[config.mk]
export PLATFORM = sky130hd
export DESIGN_NAME = alu_operand_stage
export DESIGN_NICKNAME = d
export VERILOG_FILES = /design/src/rtl/alu_operand_stage.sv
export SDC_FILE = /design/constraint.sdc
export NUM_CORES = 1
export LEC_CHECK = 0
export BUFFER_PORTS_ARGS = -buffer_cell sky130_fd_sc_hd__buf_2
export CORE_AREA = 2 2 98 77
export CTS_CLUSTER_DIAMETER = 50
export CTS_CLUSTER_SIZE = 40
export DETAILED_ROUTE_END_ITERATION = 6
export DIE_AREA = 0 0 100 79
export MAX_ROUTING_LAYER = met4
export PLACE_DENSITY_LB_ADDON = 0.1
export SLEW_MARGIN = 20
export SYNTH_ARGS = -nofsm -noshare
export SYNTH_HDL_FRONTEND = slang
export SYNTH_SLANG_ARGS = --single-unit
[constraint.sdc]
create_clock -name clk -period 1.8 [get_ports clk]
set_input_delay 0.09 -clock clk [delete_from_list [all_inputs] [get_ports clk]]
set_output_delay 0.09 -clock clk [all_outputs]
set_load 0.02 [all_outputs]
[src/rtl/alu_operand_stage.sv]
// ALU operand stage: builds the A/B pair from register data or an extended offset,
// with a valid/ready handshake and a 2-entry skid. Macro ALU_OPERAND_STAGE_FWD_EN enables write-back forwarding.
module alu_operand_stage #(
    parameter int DATA_W = 16,
    parameter int OFFS_W = 8,
    parameter int REG_AW = 3
) (
    input  logic              clk,
    input  logic              rst,
    input  logic              flush,
    input  logic              en_in,
    output logic              ready_out,
    input  logic [DATA_W-1:0] rd_q,
    input  logic [DATA_W-1:0] rs_q,
    input  logic [REG_AW-1:0] rd_addr,
    input  logic [REG_AW-1:0] rs_addr,
    input  logic [OFFS_W-1:0] offset_addr,
    input  logic [1:0]        alu_in_sel,
    input  logic              fwd_we,
    input  logic [REG_AW-1:0] fwd_addr,
    input  logic [DATA_W-1:0] fwd_data,
    output logic [DATA_W-1:0] alu_a,
    output logic [DATA_W-1:0] alu_b,
    output logic              en_out,
    input  logic              alu_ready
);

    // Handshake: a beat moves upstream when en_in && ready_out, downstream when en_out && alu_ready.
    typedef enum logic [1:0] {
        ST_EMPTY = 2'd0,
        ST_FULL  = 2'd1,
        ST_SKID  = 2'd2
    } state_t;

    state_t state;

    logic [DATA_W-1:0]        skid_a;
    logic [DATA_W-1:0]        skid_b;
    logic [DATA_W-1:0]        rd_v;
    logic [DATA_W-1:0]        rs_v;
    logic [DATA_W-1:0]        zext;
    logic [DATA_W-1:0]        sext;
    logic [DATA_W-1:0]        op_a;
    logic [DATA_W-1:0]        op_b;
    logic signed [OFFS_W-1:0] offs_s;
    logic                     accept;
    logic                     transfer;

    assign en_out    = (state != ST_EMPTY);
    assign ready_out = (state != ST_SKID);
    assign accept    = en_in && ready_out;
    assign transfer  = en_out && alu_ready;

`ifdef ALU_OPERAND_STAGE_FWD_EN
    assign rd_v = (fwd_we && (fwd_addr == rd_addr)) ? fwd_data : rd_q;
    assign rs_v = (fwd_we && (fwd_addr == rs_addr)) ? fwd_data : rs_q;
`else
    logic unused_fwd;
    assign unused_fwd = ^{fwd_we, fwd_addr, fwd_data, rd_addr, rs_addr};
    assign rd_v = rd_q;
    assign rs_v = rs_q;
`endif

    // Size casts extend according to signedness, and are identity when OFFS_W == DATA_W.
    assign offs_s = offset_addr;
    assign zext   = DATA_W'(offset_addr);
    assign sext   = DATA_W'(offs_s);

    always_comb begin
        op_a = rd_v;
        op_b = zext;
        case (alu_in_sel)
            2'd0: begin op_a = rd_v;         op_b = zext; end
            2'd1: begin op_a = rd_v;         op_b = rs_v; end
            2'd2: begin op_a = rd_v;         op_b = sext; end
            2'd3: begin op_a = '0;           op_b = rs_v; end
            default: begin op_a = rd_v;      op_b = zext; end
        endcase
    end

    always_ff @(posedge clk) begin
        if (!rst) begin
            state  <= ST_EMPTY;
            alu_a  <= '0;
            alu_b  <= '0;
            skid_a <= '0;
            skid_b <= '0;
        end else if (flush) begin
            state <= ST_EMPTY;
        end else begin
            case (state)
                ST_EMPTY: begin
                    if (accept) begin
                        alu_a <= op_a;
                        alu_b <= op_b;
                        state <= ST_FULL;
                    end
                end
                ST_FULL: begin
                    if (accept && transfer) begin
                        alu_a <= op_a;
                        alu_b <= op_b;
                    end else if (accept) begin
                        skid_a <= op_a;
                        skid_b <= op_b;
                        state  <= ST_SKID;
                    end else if (transfer) begin
                        state <= ST_EMPTY;
                    end
                end
                ST_SKID: begin
                    if (transfer) begin
                        alu_a <= skid_a;
                        alu_b <= skid_b;
                        state <= ST_FULL;
                    end
                end
                default: state <= ST_EMPTY;
            endcase
        end
    end

endmodule

==> impl_results.md, run 1 <==
* Syn Area/Cell at between 9 and 10 µm²
* RSZ-0062 raised after global routing: no
* Top cell type's share of synthesized area at 0.385
* Io pins at between 100 and 150
* Nets at a little over 500
* Level count of the clock H-tree at 3
* Die Y at 79 µm
* Layout cells sized above 1 at 0.353
* Yosys synthesis warning count at 0
* # resized after CTS at 0
* Clock root cell: clkbuf_8
* WP data required at between 1.5 and 2 ns
* Number of synthesized flops with an enable pin at 0
* Syn Nets at 442
* Clock transition at path regs at 0.07 ns
* Leakage Power at roughly 1.7 nW
* Internal power at ~2.3 mW
* Rel. slew slack at 0.632
* Critical-path top delay cell: dfxtp_1
* DP HPWL at 5.79 mm
* First-pass GRT wire length at 14.8 mm
* Clk pwr share at 0.335
* Period utilization at 0.867
* Initial drt markers at 138
* Worst path depth at 4
* Post-route ant nets at 0
* Fin crit period at 1.56 ns
* Vias in the first global route at 3083
* Number of remaining DRC errors at 0
* First-pass iteration count of the detailed router at 5
* Max Cap Violations at 0
* Post-CTS Setup Bufs at 0
* Post-synth top cells: dfxtp_1, a21oi_1, mux2i_1
* Unique cell type count in the Yosys netlist at 42
* Count leader, synth: dfxtp_1
* Sequential-to-total area share from yosys stat at 0.385
* Status: complete, no violations
* Largest area contributor in the netlist: dfxtp_1
* Setup_tns at 0 ns
* Critical Path Fanout Max at 18
* IO Port Bufs at 80
* Initial Util at 0.488
* Hold violation count in the final report at 0
* Antenna cells at 0
* Crit path buf inv count at 3
* Worst reg2reg path depth at 4
* Highest Clock Rate at 641 MHz
* Crit path DAT at 1.47 ns
* Overall power at roughly 3.2 mW
* Routed wire length per instance at 16.8 µm
* Worst-Skew Late Latency at ~0.34 ns
* Setup Viol. Count Final at 0
* Crit Path Class: reg -> out
* Worst path top cell family by delay: buffers and inverters
* Switching power at 0.949 mW
* Max clock buf depth at 2
* Core Region at 7030 µm²
* Slew @ Worst Pin at 0.551 ns
* TritonCTS Buffers at 9
* Reg-to-Reg End: alu_b[12]
* Initial antenna violation count at 0
* Cell Chain, Critical Path: nor2b_1 -> buf_4 -> inv_8 -> buf_2
* Worst Hold Class: in -> reg
* Reg power frac at 0.486
* Hold_ws at 0.102 ns
* Reg2Reg Launch Point: state[1]
* Die area at 7900 µm²
* Fraction of registers with async set/reset at 0
* Synth Register Bits at 66
* Final slew viol count at 0
* Largest net degree at the start of global routing at 49
* Ys flop type: dfxtp_1
* Crit path to: ready_out
* Vias per std cell at 5.90
* Synth Instances at 369
* Routed WL at 8.96 mm
* Finished Core Util at 0.577
* Max stage delay on crit path at 0.45 ns
* Total gr overflow at 0
* Placer Congestion at 0.748
* Clock Skew at 0.00856 ns
* Startpoint type of the worst setup path: flop
* Via Count at ~3100
* Critical Path Source: state[1]
* Mapped Area at 3430 µm²
* Die W at 100 µm
* Sw Share at 0.297
* Row count at 27
* CP Capture Type: output port
* Combinational power share at 0.179
* CTS tree: yes
* Hold buffer count at CTS at 1
* GR Util All Layers at 0.242
* CTS Sinks at 66
* Synth area leaders: dfxtp_1, mux2i_1, a21oi_1
* Worst vdd rail ir drop at 0.505 mV
* Reg2Reg Setup Slack at 0.28 ns
* Power density over cell area at 789 nW/µm²
* P&R area growth vs syn at 18.2%
[power by group through the flow]
stage	logic, mW	registers, mW	clock network, mW
after floorplan	0.314	1.66	0
after global placement	0.563	1.59	0
after detailed placement	0.571	1.59	0
after CTS	0.576	1.56	1.09
after global routing	0.621	1.56	1.17
final	0.572	1.56	1.07
[layout make-up]
class / count / area [µm²]
sequential: 66 / 1320
fill: 664 / 2970
inverter: 3 / 18.8
clock inverter: 5 / 31.3
multi-input combinational: 259 / 1860
timing repair buffer: 101 / 586
tap: 87 / 109
clock buffer: 11 / 131
[layout by cell type, fill, tap and decap left out, types with 9 or more instances in the layout]
cell type and n:
buf_2 80, dfxtp_1 66, a21oi_1 33, mux2i_1 32, nor3_1 24, nand2_1 18
buf_4 18, nor2_1 17, a21boi_0 16, nand3_1 16, o21ai_0 16, or3b_2 16
a221oi_2 10, clkbuf_8 9
[sequential cells by signal, indices dropped and copies added, names as in the netlist]
name / cells
alu_a: 16
alu_b: 16
skid_a: 16
skid_b: 16
state: 2
[worst register-to-register path: cells and delay by family, from the launching register on]
kind	cells	cell delay, ns
flops	1	0.45
simple gates	1	0.46
compound gates	1	0.14
buf+inv	1	0.23
mux	1	0.11
[logic make-up (layout without fill, tap and decap cells)]
family / Yosys count / after routing / synth area share
AND/OR/NAND/NOR: 117 / 117 / 0.201
buffers and inverters: 44 / 120 / 0.0733
multiplexers: 41 / 41 / 0.124
AO/OA/AOI/OAI: 101 / 101 / 0.217
flip-flops: 66 / 66 / 0.385
[layer usage]
metal | up-vias | part of all wire | GRT usage | routed length, µm
li1 | 1506 | - | - | -
met4 | 0 | 0.0070 | 0.0589 | 63
met5 | - | 0 | - | 0
met1 | 1511 | 0.47 | 0.319 | 4230
met3 | 6 | 0.060 | 0.0643 | 542
met2 | 117 | 0.46 | 0.374 | 4130
[how the worst min path moves through the flow]
stage / slack, ns / from / cells after the start / end
after floorplan: 0.16 / alu_ready / 1 / state[1]
after global placement: 0.34 / alu_ready / 2 / state[1]
after detailed placement: 0.35 / alu_ready / 2 / state[1]
after CTS: 0.09 / en_in / 3 / state[1]
after global routing: 0.11 / en_in / 3 / state[1]
final: 0.10 / en_in / 3 / state[1]
[through the flow]
step | worst slack [ns] | instances | instance area [µm²]
6_report | 0.239 | 532 | 4060
5_1_grt | 0.125 | 532 | 4060
4_1_cts | 0.225 | 532 | 4060
3_5_place_dp | 0.287 | 515 | 3880
3_3_place_gp | 0.292 | 515 | 3880
2_1_floorplan | 0.327 | 369 | 3430
No activity file was read; power rests on OpenSTA's default activity.
==> inputs of run 2 (changes only) <==
--- a/config.mk
+++ b/config.mk
@@ -5,12 +5,13 @@
 export SDC_FILE = /design/constraint.sdc
 export NUM_CORES = 1
 export LEC_CHECK = 0
+export ABC_CLOCK_PERIOD_IN_PS = 1800
 export BUFFER_PORTS_ARGS = -buffer_cell sky130_fd_sc_hd__buf_2
-export CORE_AREA = 2 2 98 77
+export CORE_AREA = 2 2 118 91
 export CTS_CLUSTER_DIAMETER = 50
 export CTS_CLUSTER_SIZE = 40
 export DETAILED_ROUTE_END_ITERATION = 6
-export DIE_AREA = 0 0 100 79
+export DIE_AREA = 0 0 120 93
 export MAX_ROUTING_LAYER = met4
 export PLACE_DENSITY_LB_ADDON = 0.1
 export SLEW_MARGIN = 20
==> run 2 against run 1 <==
Worst hold slack worse by 0.074 ns. Power up 20%. Critical path depth up 1. Sequential share of layout area down 1.2 points. First-iteration DRC count up 36%. Global-route usage down 5.9 points. Largest power group is now clock. Sequential power about the same. Cell count up 8.1%. Utilization down 16 points. Clock skew down 0.00061 ns. Die area up 41%. Largest cell class unchanged.
==> impl_results.md, run 2 (same netlist as run 1, synthesis figures left out) <==
* First-pass GRT wire length at 15.6 mm (was 14.8 mm)
* Max stage delay on crit path at 0.34 ns (was 0.45 ns)
* Hold_ws at 0.0283 ns (was 0.102 ns)
* Die W at 120 µm (was 100 µm)
* Worst vdd rail ir drop at 0.463 mV (was 0.505 mV)
* Placed instance area at 3910 µm² (was 3880 µm²)
* Layout cells sized above 1 at 0.349 (was 0.353)
* Initial antenna violation count at 0 (unchanged)
* Crit path buf inv count at 4 (was 3)
* Leakage Power at 1.75 nW (was 1.71 nW)
* CTS tree: yes (unchanged)
* Hold buffer count at CTS at 0 (was 1)
* CP Capture Type: output port (unchanged)
* CTS Sinks at 66 (unchanged)
* Clock transition at path regs at 0.06 ns (was 0.07 ns)
* Pre-CTS WS at 0.137 ns (was 0.287 ns)
* Routed wire length per instance at 16.5 µm (was 16.8 µm)
* Startpoint type of the worst setup path: flop (unchanged)
* TritonCTS Buffers at 9 (unchanged)
* Critical Path Fanout Max at 18 (unchanged)
* Critical path's most frequent cell: buf_4
* Vias in the first global route at 3039 (was 3083)
* Worst path top cell family by delay: buffers and inverters (unchanged)
* Cell Chain, Critical Path: buf_4 -> nor2b_1 -> buf_4 -> inv_8 -> buf_2 (was nor2b_1 -> buf_4 -> inv_8 -> buf_2)
* Crit path DAT at 1.62 ns (was 1.47 ns)
* Setup_tns at 0 ns (unchanged)
* Initial drt markers at 187 (was 138)
* Rel. slew slack at 0.487 (was 0.632)
* Commonest non-fill, non-tap cells in the layout: buf_2, dfxtp_1, a21oi_1, mux2i_1, nor3_1 (unchanged)
* P&R area growth vs syn at 22.5% (was 18.2%)
* Multi-input logic area at 1860 µm² (unchanged)
* Highest Clock Rate at 584 MHz (was 641 MHz)
* Fin crit period at 1.71 ns (was 1.56 ns)
* Max Cap Violations at 0 (unchanged)
* Slew @ Worst Pin at 0.768 ns (was 0.551 ns)
* Status: complete, no violations (unchanged)
* First-pass iteration count of the detailed router at 4 (was 5)
* Setup Viol. Count Final at 0 (unchanged)
* Final instance area at 4200 µm² (was 4060 µm²)
* Post-route ant nets at 0 (unchanged)
* Die Y at 93 µm (was 79 µm)
* Io pins at 107 (unchanged)
* Largest net degree at the start of global routing at 34 (was 49)
* Placed Instances at 560 (was 515)
* Power density over cell area at 913 nW/µm² (was 789 nW/µm²)
* Total gr overflow at 0 (unchanged)
* Finished Layout Cells at 575 (was 532)
* Final worst setup slack at 0.0890 ns (was 0.239 ns)
* Level count of the clock H-tree at 3 (unchanged)
* Commonest non-fill, non-tap cell in the layout: buf_2 (unchanged)
* Fill cell count at 1027 (was 664)
* Max clock buf depth at 2 (unchanged)
* Hold violation count in the final report at 0 (unchanged)
* Overall power at 3.84 mW (was 3.20 mW)
* GR Util All Layers at 0.183 (was 0.242)
* Vias per std cell at 5.23 (was 5.90)
* Finished Core Util at 0.418 (was 0.577)
* Worst-Skew Late Latency at 0.32 ns (was 0.34 ns)
* RSZ-0062 raised after global routing: no (unchanged)
* Row count at 32 (was 27)
* Initial Util at 0.341 (was 0.488)
* WP data required at 1.71 ns (about the same)
* Sequential standard cell area at 1320 µm² (unchanged)
* Nets at 508 (was 513)
* Worst Hold Class: in -> reg (unchanged)
* Period utilization at 0.951 (was 0.867)
* Antenna cells at 0 (unchanged)
* Critical-path top delay cell: dfxtp_1 (unchanged)
* Number of remaining DRC errors at 0 (unchanged)
* Clock root cell: clkbuf_16 (was clkbuf_8)
* Placer Congestion at 0.754 (was 0.748)
* Routed WL at 9.49 mm (was 8.96 mm)
* Final slew viol count at 0 (unchanged)
* Via Count at 3007 (was 3140)
* Post-CTS Setup Bufs at 0 (unchanged)
* Clock Skew at 0.00795 ns (was 0.00856 ns)
* IO Port Bufs at 80 (unchanged)
* DP HPWL at 6.17 mm (was 5.79 mm)
* Core Region at 10000 µm² (was 7030 µm²)
* Die area at 11200 µm² (was 7900 µm²)
* Crit Path Class: reg -> out (unchanged)
==> run 2: cell count changes in the layout (fill, tap and decap cells not counted), sizes merged <==
cell,before,now
bufinv,0,1
clkinv,5,2
clkinvlp,1,0
buf,100,96
clkbuf,11,12
dlygate4sd3,1,0
inv,2,3
==> run 2: cell type report <==
type,count,area share
Clock inverter,3,0.00952
Inverter,3,0.00446
Sequential cell,66,0.314
Timing Repair Buffer,96,0.131
Clock buffer,12,0.0586
Tap cell,136,0.0405
Multi-Input combinational cell,259,0.442
==> run 2: per-layer routing <==
layer | vias to the layer above | global-route usage | wire, µm
li1 | 1490 | - | -
met1 | 1439 | 0.246 | 4660
met2 | 74 | 0.279 | 4350
met3 | 4 | 0.0451 | 433
met4 | 0 | 0.0412 | 48
met5 | - | - | 0
==> run 2: final timing paths <==
check            start         to  slack [ns]  cells past startpoint
max           state[1]  ready_out        0.09                      5
max reg2reg   state[1]  alu_b[15]        0.13                      3
min reg2reg   alu_b[6]   alu_b[6]        0.46                      2
min          alu_ready   state[1]        0.03                      2
==> run 2: power by group <==
group	internal, mW	switching (mW)
Clock	1.10	0.618
Sequential	1.53	0.0308
Combinational	0.224	0.342
Total	2.85	0.990
==> run 2: timing repair <==
action / 4_1_cts / 5_1_grt
gates resized for setup: 0 / 1
endpoints found under the setup margin: 0 / 1
endpoints found under the hold margin: 0 / 0
==> inputs of run 3 (changes only) <==
--- a/config.mk
+++ b/config.mk
@@ -6,7 +6,7 @@
 export NUM_CORES = 1
 export LEC_CHECK = 0
 export ABC_CLOCK_PERIOD_IN_PS = 1800
-export BUFFER_PORTS_ARGS = -buffer_cell sky130_fd_sc_hd__buf_2
+export BUFFER_PORTS_ARGS = -buffer_cell sky130_fd_sc_hd__clkbuf_2
 export CORE_AREA = 2 2 118 91
 export CTS_CLUSTER_DIAMETER = 50
 export CTS_CLUSTER_SIZE = 40
==> run 3 against run 2 <==
Cell count grew 1.0%. Die area is the same. Cell area grew 0.48%. Global-route usage shrank 0.42 points. Via count grew 1.4%. Power shrank 3.0%. Sequential power is essentially flat. Worst hold slack gained 0.0034 ns. Sequential cell count is the same. Register-to-register slack gained 0.05 ns. Routed wire length shrank 1.9%.
==> impl_results.md, run 3 (same netlist as run 1, synthesis figures left out) <==
* Status: complete, no violations (unchanged)
* GR Util All Layers at 0.179 (was 0.183)
* Internal power at 2.73 mW (was 2.85 mW)
* Initial drt markers at 124 (was 187)
* Hold_sp: alu_ready (unchanged)
* Reg power frac at 0.419 (was 0.406)
* Placed Instances at 562 (was 560)
* Max clock buf depth at 2 (unchanged)
* Slew @ Worst Pin at 0.530 ns (was 0.768 ns)
* Clock root cell: clkbuf_16 (unchanged)
* CTS Sinks at 66 (unchanged)
* Level count of the clock H-tree at 3 (unchanged)
* First-pass GRT wire length at 15.4 mm (was 15.6 mm)
* Sequential standard cell area at 1320 µm² (unchanged)
* Commonest non-fill, non-tap cells in the layout: clkbuf_2, dfxtp_1, a21oi_1, mux2i_1, nor3_1 (was buf_2, dfxtp_1, a21oi_1, mux2i_1, nor3_1)
* Antenna cells at 0 (unchanged)
* Clock transition at path regs at 0.05 ns (was 0.06 ns)
* Setup Viol. Count Final at 0 (unchanged)
* Finished Layout Cells at 581 (was 575)
* Reg2Reg Launch Point: state[1] (unchanged)
* First-pass iteration count of the detailed router at 4 (unchanged)
* Total gr overflow at 0 (unchanged)
* Worst Hold Class: in -> reg (unchanged)
* Highest Clock Rate at 595 MHz (was 584 MHz)
* CTS tree: yes (unchanged)
* P&R area growth vs syn at 23.1% (was 22.5%)
* Nets at 513 (was 508)
* CP Capture Type: output port (unchanged)
* Commonest non-fill, non-tap cell in the layout: clkbuf_2 (was buf_2)
* Io pins at 107 (unchanged)
* Number of remaining DRC errors at 0 (unchanged)
* Sw Share at 0.268 (was 0.258)
* Hold path cells at 2 (unchanged)
* Via Count at 3050 (was 3007)
* Period utilization at 0.933 (was 0.951)
* Reg-to-Reg End: alu_a[15] (was alu_b[15])
* Critical Path Fanout Max at 18 (unchanged)
* Hold violation count in the final report at 0 (unchanged)
* Startpoint type of the worst setup path: flop (unchanged)
* Overall power at 3.72 mW (was 3.84 mW)
* Rel. slew slack at 0.647 (was 0.487)
* TritonCTS Buffers at 9 (unchanged)
* Die W at 120 µm (unchanged)
* Initial antenna violation count at 0 (unchanged)
* Crit path DAT at 1.59 ns (was 1.62 ns)
* Placer Congestion at 0.749 (was 0.754)
* Routed WL at 9.32 mm (was 9.49 mm)
* Fin crit period at 1.68 ns (was 1.71 ns)
* Crit Path Class: reg -> out (unchanged)
* Die Y at 93 µm (unchanged)
* Leakage Power at 1.76 nW (was 1.75 nW)
* Max Cap Violations at 0 (unchanged)
* Clk pwr share at 0.426 (was 0.447)
* Fill cell count at 1049 (was 1027)
* Initial Util at 0.341 (unchanged)
* Hold path endpoint: state[1] (unchanged)
* Routed wire length per instance at 16.0 µm (was 16.5 µm)
* IO Port Bufs at 80 (unchanged)
* Vias in the first global route at 3005 (was 3039)
* Multi-input logic area at 1860 µm² (unchanged)
* Die area at 11200 µm² (unchanged)
* Clock Skew at 0.00672 ns (was 0.00795 ns)
* Largest net degree at the start of global routing at 28 (was 34)
* Final slew viol count at 0 (unchanged)
* Worst reg2reg path depth at 6 (was 3)
* Worst vdd rail ir drop at 0.375 mV (was 0.463 mV)
* Power density over cell area at 881 nW/µm² (was 913 nW/µm²)
* Post-route ant nets at 0 (unchanged)
* Layout cells sized above 1 at 0.355 (was 0.349)
* Switching power at 0.998 mW (was 0.990 mW)
* Vias per std cell at 5.25 (was 5.23)
* Row count at 32 (unchanged)
* DP HPWL at 6.22 mm (was 6.17 mm)
* Worst-Skew Late Latency at 0.32 ns (about the same)
* Core Region at 10000 µm² (unchanged)
* Reg2Reg Setup Slack at 0.18 ns (was 0.13 ns)
* Combinational power share at 0.155 (was 0.147)
* WP data required at 1.71 ns (about the same)
==> run 3: layout make-up <==
cell class,count,area share
multi-input cells,259,0.440
inverters,3,0.00444
clock inverters,3,0.00355
well taps,136,0.0403
clock buffers,13,0.0592
flip-flops and latches,66,0.313
repair buffers,101,0.140
==> run 3: through the flow <==
step | hold slack, ns | worst slack (ns) | setup TNS [ns] | util | cell area (µm²)
global route | 0.0592 | -0.000471 | -0.000471 | 0.420 | 4220
global placement | 0.367 | 0.152 | 0 | 0.390 | 3920
finish | 0.0317 | 0.121 | 0 | 0.420 | 4220
floorplan | 0.163 | 0.327 | 0 | - | 3430
CTS | 0.0218 | 0.0780 | 0 | 0.416 | 4180
detailed placement | 0.366 | 0.128 | 0 | 0.390 | 3920
==> run 3: how the worst max path moves through the flow <==
stage	startpoint	endpoint
floorplan	state[1]	alu_b[10]
global placement	state[1]	alu_a[11]
detailed placement	state[1]	alu_b[4]
CTS	state[1]	ready_out
global route	state[1]	alu_a[14]
finish	state[1]	ready_out
==> run 3: worst max-delay path, cell delays in order, from the launching register on <==
cell      delay [ns]
dfxtp_1         0.34
buf_4           0.22
nor2b_1         0.19
buf_6           0.22
inv_8           0.11
clkbuf_2        0.17
==> run 3: power by group through the flow <==
stage | clock network (mW) | registers (mW) | logic [mW]
global placement | 0 | 1.59 | 0.567
detailed placement | 0 | 1.59 | 0.568
global route | 1.69 | 1.57 | 0.630
CTS | 1.64 | 1.56 | 0.571
floorplan | 0 | 1.66 | 0.314
finish | 1.59 | 1.56 | 0.576
==> run 3: layer usage <==
layer | vias to the layer above | wire, µm | GRT usage
met3 | 9 | 482 | 0.0372
met2 | 79 | 4010 | 0.268
met4 | 0 | 58 | 0.0471
met1 | 1444 | 4760 | 0.246
li1 | 1518 | - | -
met5 | - | 0 | -
==> run 3: timing repair <==
item | in CTS | in global routing
gates resized for setup | 0 | 2
setup buffers | 0 | 3
hold buffers | 0 | 0
setup endpoints to repair | 0 | 3
